`config.mk`:
```
export PLATFORM = sky130hd
export DESIGN_NAME = cmp_result_monitor
export DESIGN_NICKNAME = d
export VERILOG_FILES = /design/src/rtl/cmp_result_monitor.sv
export SDC_FILE = /design/constraint.sdc
export NUM_CORES = 1
export LEC_CHECK = 0
export CORE_AREA = 2 2 83 69
export CTS_BUF_LIST = sky130_fd_sc_hd__clkbuf_4 sky130_fd_sc_hd__clkbuf_8 sky130_fd_sc_hd__clkbuf_16
export DETAILED_ROUTE_END_ITERATION = 10
export DIE_AREA = 0 0 85 71
export PLACE_DENSITY = 0.78
export SYNTH_ARGS = -nofsm -noshare
export SYNTH_HDL_FRONTEND = slang
export SYNTH_SLANG_ARGS = --single-unit
export TNS_END_PERCENT = 100
```
`constraint.sdc`:
```
create_clock -name clk -period 2.38 [get_ports clk]
set_input_delay 0.238 -clock clk [delete_from_list [all_inputs] [get_ports clk]]
set_output_delay 0.238 -clock clk [all_outputs]
set_load 0.03 [all_outputs]
```
`src/rtl/cmp_result_monitor.sv`:
```
// Checker and statistics stage behind the 4-bit magnitude comparator.
// Verifies flags, counts results, tracks A range and equal-run lock.
module cmp_result_monitor #(
  parameter int CNT_W    = 8,
  parameter int LOCK_LEN = 4
) (
  input  logic             clk,
  input  logic             rst,
  input  logic             clear,
  input  logic             valid_in,
  input  logic [3:0]       a_in,
  input  logic [3:0]       b_in,
  input  logic             a_gret,
  input  logic             a_lt,
  input  logic             a_eq,
  output logic [CNT_W-1:0] gt_count,
  output logic [CNT_W-1:0] lt_count,
  output logic [CNT_W-1:0] eq_count,
  output logic [CNT_W-1:0] err_count,
  output logic [3:0]       max_a,
  output logic [3:0]       min_a,
  output logic             lock,
  output logic             err_sticky,
  output logic [1:0]       state
);

  typedef enum logic [1:0] {
    IDLE   = 2'd0,
    TRACK  = 2'd1,
    LOCKED = 2'd2
  } state_t;

  localparam logic [3:0]       RUN_MAX = 4'(LOCK_LEN);
  localparam logic [CNT_W-1:0] ONE     = 1;

  state_t     st, st_nxt;
  logic [3:0] eq_run, run_nxt;
  logic       ref_gt, ref_lt, ref_eq;
  logic       good, good_eq;

  function automatic logic [CNT_W-1:0] sat_inc(
    input logic [CNT_W-1:0] v
  );
    return (&v) ? v : v + ONE;
  endfunction

  always_comb begin
    ref_gt  = a_in > b_in;
    ref_lt  = a_in < b_in;
    ref_eq  = a_in == b_in;
    // reference is one-hot, so equality means exactly one matching flag
    good    = {a_gret, a_lt, a_eq} == {ref_gt, ref_lt, ref_eq};
    good_eq = good && ref_eq;
    run_nxt = 4'd0;
    if (good_eq)
      run_nxt = (eq_run >= RUN_MAX) ? RUN_MAX : eq_run + 4'd1;
    st_nxt = TRACK;
    unique case (st)
      IDLE, TRACK:
        st_nxt = (run_nxt == RUN_MAX) ? LOCKED : TRACK;
      LOCKED:
        st_nxt = good_eq ? LOCKED : TRACK;
      default:
        st_nxt = TRACK;
    endcase
  end

  always_ff @(posedge clk) begin
    if (rst || clear) begin
      gt_count   <= '0;
      lt_count   <= '0;
      eq_count   <= '0;
      err_count  <= '0;
      max_a      <= 4'd0;
      min_a      <= 4'd15;
      lock       <= 1'b0;
      err_sticky <= 1'b0;
      eq_run     <= 4'd0;
      st         <= IDLE;
    end else if (valid_in) begin
      if (good) begin
        unique case (1'b1)
          ref_gt:  gt_count <= sat_inc(gt_count);
          ref_lt:  lt_count <= sat_inc(lt_count);
          default: eq_count <= sat_inc(eq_count);
        endcase
        if (a_in > max_a) max_a <= a_in;
        if (a_in < min_a) min_a <= a_in;
      end else begin
        err_count  <= sat_inc(err_count);
        err_sticky <= 1'b1;
      end
      eq_run <= run_nxt;
      st     <= st_nxt;
      lock   <= st_nxt == LOCKED;
    end
  end

  assign state = st;

endmodule

```
### Word-level counts from Yosys, hierarchy flattened

Index checks and enable logic that the tools add are counted.

* $add $sub $neg: 5
* $lt $le $gt $ge: 5
* eq/ne operators: 6
* muxes and demuxes: 5
* bitwise logic cells: 6
* reduce and logical (&&, ||, !) cells: 16

Operator list (number)
* 8-bit by 1-bit adder with 8-bit output, second input constant: 4
* 8-bit AND reduction: 4
* 4-bit AND reduction: 3
* 3-bit AND reduction: 3
* 4-bit > comparator: 2
* 4-bit < comparator: 2
* 4-bit 2-to-1 mux: 2
* 1-bit NOT: 6
* 4-bit by 1-bit adder with 4-bit output, second input constant: 1
* 2-bit equality test, second input constant: 2
* 4-bit by 3-bit equality test with 1-bit output, second input constant: 1
* 4-bit equality test: 1
* 4-bit by 3-bit >= comparator with 1-bit output, second input constant: 1
* 2-bit 2-to-1 mux: 2
* 2-bit one-hot mux with 2 select lines: 1
* 2-bit OR reduction: 2
* 3-bit equality test: 1
* 2-bit by 1-bit equality test with 1-bit output, second input constant: 1
* 2-bit zero test: 1
* 2-bit AND reduction: 1
* 1-bit logical AND: 1
* 1-bit logical OR: 1

* register bits after elaboration: 48
* output and inout bits: 44
* word-level logic and storage cells: 53

### Depth between registers and ports, before layout

* depth in word-level cells: 8
* depth in mapped cells: 9

### Worst setup path before layout

No wires, ideal clock.

* path type: input-to-reg
* from: input port b_in[3]
* to: register lt_count[2]
* setup time: 0.116 ns
* arrival: 2.012 ns
* required time: 2.264 ns
* setup slack: 0.251 ns
* cell stages on the path: 8
* cells stage by stage: inv_1 -> ha_1 -> a21oi_2 -> and3b_1 -> nand4_1 -> a31oi_1 -> a21oi_1 -> a31o_2

* cells in the longest elaborated chain, start to end: 3
* elaborated cells between the ends (all ways): 5
* classes of those cells: order compare: 2; eq/ne: 2; reduce/logical: 1

RTL lines
* start, declared: line 12 `input logic [3:0] b_in,`
* 4-bit < comparator, or another cell as far along: line 49 `ref_lt = a_in < b_in;`
* 3-bit equality test: line 52 `good = {a_gret, a_lt, a_eq} == {ref_gt, ref_lt, ref_eq};`
* 4-bit AND reduction (no line) *
* end signal, assigned: line 84 `ref_lt: lt_count <= sat_inc(lt_count);`
* end, declared: line 17 `output logic [CNT_W-1:0] lt_count,`

Every way passes the cells marked *; elsewhere a longest branch is shown, timed or not.
A chain may end at the register's enable or synchronous reset.

### Worst setup path in the final report

* from: input port b_in[3]
* to: register gt_count[5]

* cells in the longest elaborated chain, start to end: 3
* elaborated cells between the ends (all ways): 5
* classes of those cells: order compare: 2; eq/ne: 2; reduce/logical: 1

RTL lines
* 4-bit < comparator, or another cell as far along: line 49
* 3-bit equality test: line 52
* 4-bit AND reduction (no line) *
* end signal, assigned: line 83 `ref_gt: gt_count <= sat_inc(gt_count);`
* end, declared: line 16 `output logic [CNT_W-1:0] gt_count,`

Marks and branches as above.

==> Flow_metrics.wiki <==
{| class="wikitable"
! Metric !! Value
|-
| Outcome || completed
|-
| Number of enable-type register cells in the synthesized netlist || 0
|-
| Hold Vio Cnt, Final || 0
|-
| Switching power summed over all nets || 390.0 uW
|-
| Combinational fraction of design power || roughly 13%
|-
| Standard-cell row count || 24
|-
| Seq/Total Area, Yosys || a little under two fifths
|-
| Crit path max fanout || 4
|-
| # clock sinks || 48
|-
| Die Wd || 85 um
|-
| Kind of start point of the critical path || input port
|-
| # Max-Cap Violations || 0
|-
| Setup crit end kind || flop
|-
| Crit-path slowest cell || sky130_fd_sc_hd__clkdlybuf4s50_1
|-
| Number of levels the H-tree was split into || 2
|-
| Longest Clk Path Bufs || 2
|-
| Maximum clock frequency || approximately 430 MHz
|-
| Worst reg2reg path startpoint || gt_count[2]$_SDFFE_PP0P_
|-
| Asr flop ratio synth || 0%
|-
| Routed length per instance || about 14 um
|-
| Input/output buffers || 58
|-
| Data arrival time of the critical path || 2.55 ns
|-
| Post-Place Setup Slack || -0.3163 ns
|-
| Total placed cells including tap cells || between 400 and 500
|-
| Leading cell type in the layout, fill and taps excluded || sky130_fd_sc_hd__clkdlybuf4s50_1
|-
| Hold bufs inserted after CTS || 0
|-
| CTS tree || yes
|-
| Number of pins with negative max-slew slack in the final report || 0
|-
| Final Power || 1.616 mW
|-
| Post-synthesis adder-cell area fraction || 7.937%
|-
| Layout cell share with drive strength beyond 1 || 13.51%
|-
| Share of total power in the clock network || 36.9%
|-
| Post-DRT Antenna Nets || 0
|-
| Clock latency at the later pin of the worst-skew pair || 0.30 ns
|-
| GP Congestion || 0.8925
|-
| Pin count of the biggest net entering global routing || 33
|-
| R2R Setup Slk || about 0.56 ns
|-
| Root buffer cell || sky130_fd_sc_hd__clkbuf_8
|-
| Worst hold margin || about 0.46 ns
|-
| Primary flip-flop cell chosen by synthesis mapping || sky130_fd_sc_hd__dfxtp_1
|-
| CP cell instances || clkdlybuf4s50_1, inv_1, ha_1, and4_4, nand4b_4, a221oi_4, nand2_2, buf_4, nor4_1, o21a_1
|-
| Sequential power share || around half
|-
| Final HPWL DP || 4.610 mm
|-
| Largest stage delay, worst path || roughly 0.45 ns
|-
| Remaining design rule violation count || 0
|-
| Internal power || around 1.2 mW
|-
| Headroom to the max-slew limit || between 50% and 60%
|-
| Core area || approximately 0.0053 mm2
|-
| Commonest non-fill, non-tap cells in the layout || sky130_fd_sc_hd__clkdlybuf4s50_1, sky130_fd_sc_hd__dfxtp_1, sky130_fd_sc_hd__buf_4
|-
| Final critical-path share of the clock period || a little over nine tenths
|-
| NumNets Final || 400
|-
| Compound-gate portion of the synthesized area || 18.20%
|-
| Max VDD drop || between 0.0002 and 0.0003 V
|-
| 1st-iter DRT viols || 95
|-
| Number of buffers created by CTS || 5
|-
| Dominant combinational cell family by area after synthesis || simple AND/OR/NAND/NOR gates
|-
| Cell taking the most area after synthesis || sky130_fd_sc_hd__dfxtp_1
|-
| Total of endpoints with negative setup slack in the final report || 0
|-
| WP data required || around 2.6 ns
|-
| Critical setup path kind || input port to flop
|-
| Max Clock Skew || about 0.009 ns
|-
| Post-route insts no fill || around 440
|-
| Area delta synth->final || 38.39%
|-
| Post-synthesis instance total || roughly 280
|-
| Total wire length after detailed routing || roughly 6.3 mm
|-
| Min-delay worst type || flop to flop
|-
| Final worst path period need || between 2 and 2.5 ns
|-
| Leakage Power || between 1 and 1.5 nW
|-
| Fin Setup TNS || 0 ns
|-
| All-Layer GR Usage || between 20% and 30%
|-
| Drt via density || roughly 5.5
|-
| Simple-Gate Fraction of Synth Area || between 20 and 25%
|-
| Depth of the worst register-to-register path || 7
|-
| Number of antenna violations at the first check in global routing || 0
|-
| Number of synthesized register bits || between 40 and 50
|-
| # diodes || 0
|-
| Origin of the worst setup path || b_in[3]
|-
| Measured slew at the worst slew-check pin || around 0.64 ns
|-
| First-pass GRT wire length || between 10 and 15 mm
|-
| Boundary Pins || between 50 and 60
|-
| Vias || around 2,400
|-
| Die ar. || 0.006035 mm2
|-
| Worst Setup Slack, final || between 0.08 and 0.09 ns
|-
| Yosys cell types || 55
|-
| End point of the critical path || gt_count[5]$_SDFFE_PP0P_
|-
| Count of synthesis-stage warnings from yosys || 0
|-
| Mapped Nets || between 300 and 400
|-
| Hold Path Depth || 2
|-
| Top-area cell type share of the netlist area || about two fifths
|-
| GRT overflow || 0
|-
| Crit Reg-Reg Endpoint || gt_count[5]$_SDFFE_PP0P_
|-
| Die height || 71 um
|-
| Clock transition at the registers of the reported paths || approximately 0.090 ns
|-
| Total standard cell area after synthesis || ~0.0025 mm2
|-
| Number of global-route vias before repair || 2,329
|-
| Initial core utilization || a little under half
|-
| RSZ-0062 raised after global routing || false
|-
| Post-Synth XOR/XNOR Area || around 6.3%
|-
| Switching Fraction || 24.13%
|-
| Cell area power density || 462.9 mW/mm2
|-
| Multiplexer fraction of the synthesized cell area || under 10%
|-
| Avg Synthesized Cell Area || around 8.9 um2
|-
| Pre-antenna DRT Iters || 4
|-
| Leading post-synthesis cells by cell area || sky130_fd_sc_hd__dfxtp_1, sky130_fd_sc_hd__ha_1, sky130_fd_sc_hd__xor2_1
|}
## power groups by stage
stage	combinational [mW]	clock (mW)	sequential, mW
after floorplan	0.0922	0	0.841
after global placement	0.193	0	0.831
after detailed placement	0.198	0	0.831
after CTS	0.200	0.605	0.812
after global routing	0.224	0.633	0.814
final	0.207	0.596	0.812
## critical path: cells and delay by family
family / cells / cell delay, ns
buf+inv: 3 / 0.66
fa+ha+maj: 1 / 0.34
compound gates: 2 / 0.49
simple gates: 4 / 0.81
## synthesized netlist by cell type (all sizes together), types with 2 or more instances
| cell | instances |
|---|---|
| nand4 | 13 |
| and4 | 5 |
| nor4 | 2 |
| and3 | 7 |
| nor2 | 24 |
| xor2 | 13 |
| mux2i | 3 |
| dfxtp | 48 |
| xnor2 | 5 |
| o211a | 2 |
| a31o | 3 |
| or3 | 5 |
| clkbuf | 4 |
| nand3b | 3 |
| a31oi | 2 |
| buf | 3 |
| nand2 | 24 |
| a21oi | 19 |
| and2 | 2 |
| o21ai | 12 |
| nand4b | 3 |
| o211ai | 4 |
| nand3 | 15 |
| nor3 | 4 |
| inv | 17 |
| o31a | 3 |
| ha | 16 |
| o21a | 2 |
## state kept, by name, summed over array words and instances (netlist names)
signal	count
eq_count	8
lock	1
lt_count	8
max_a	4
eq_run	4
err_sticky	1
state	2
gt_count	8
min_a	4
err_count	8
## what timing repair did
item                       CTS  global route
setup endpoints to repair    1            14
resized for setup            1             3
setup buffers                0             2
pin swaps                    0             2
## per-stage QoR
step                      instance area, um2  utilization [%]
after CTS                               3458            65.81
after global placement                  3344            63.64
final                                   3491            66.43
after detailed placement                3344            63.64
after global routing                    3491            66.43
after floorplan                         2522                -
## layer usage
metal / share of wire [%] / GRT usage, % / up-vias
met2: 45 / 34.46 / 57
met5: 0 / 0 / -
met3: 4.1 / 4.784 / 4
met4: 0.46 / 5.291 / 0
met1: 50 / 28.72 / 1122
li1: - / - / 1211
## how the worst min path moves through the flow
| stage | slack (ns) | end | start |
|---|---|---|---|
| finish | 0.46 | err_sticky$_SDFFE_PP0P_ | err_sticky$_SDFFE_PP0P_ |
| global route | 0.50 | err_sticky$_SDFFE_PP0P_ | err_sticky$_SDFFE_PP0P_ |
| CTS | 0.46 | err_sticky$_SDFFE_PP0P_ | err_sticky$_SDFFE_PP0P_ |
| detailed placement | 0.45 | err_sticky$_SDFFE_PP0P_ | err_sticky$_SDFFE_PP0P_ |
| global placement | 0.45 | err_sticky$_SDFFE_PP0P_ | err_sticky$_SDFFE_PP0P_ |
| floorplan | 0.38 | min_a[1]$_SDFFE_PP1P_ | a_in[1] |
## cell families (layout without fill, tap and decap cells)
family	after synthesis	count (layout)
adder cells (fa/ha/maj)	16	16
AO/OA/AOI/OAI	61	61
buffers and inverters	24	110
XOR/XNOR	18	18
AND/OR/NAND/NOR	114	114
multiplexers	3	3
flip-flops	48	48
## area by class of cell
type | instances | area (um2)
sequential | 48 | 960.9
tap | 65 | 81.33
clock inverter | 2 | 35.03
multi-input combinational | 212 | 1486
clock buffer | 6 | 76.32
fill | 455 | 1764
timing repair buffer | 85 | 787.0
inverter | 17 | 63.81
No activity file was read; power rests on OpenSTA's default activity.
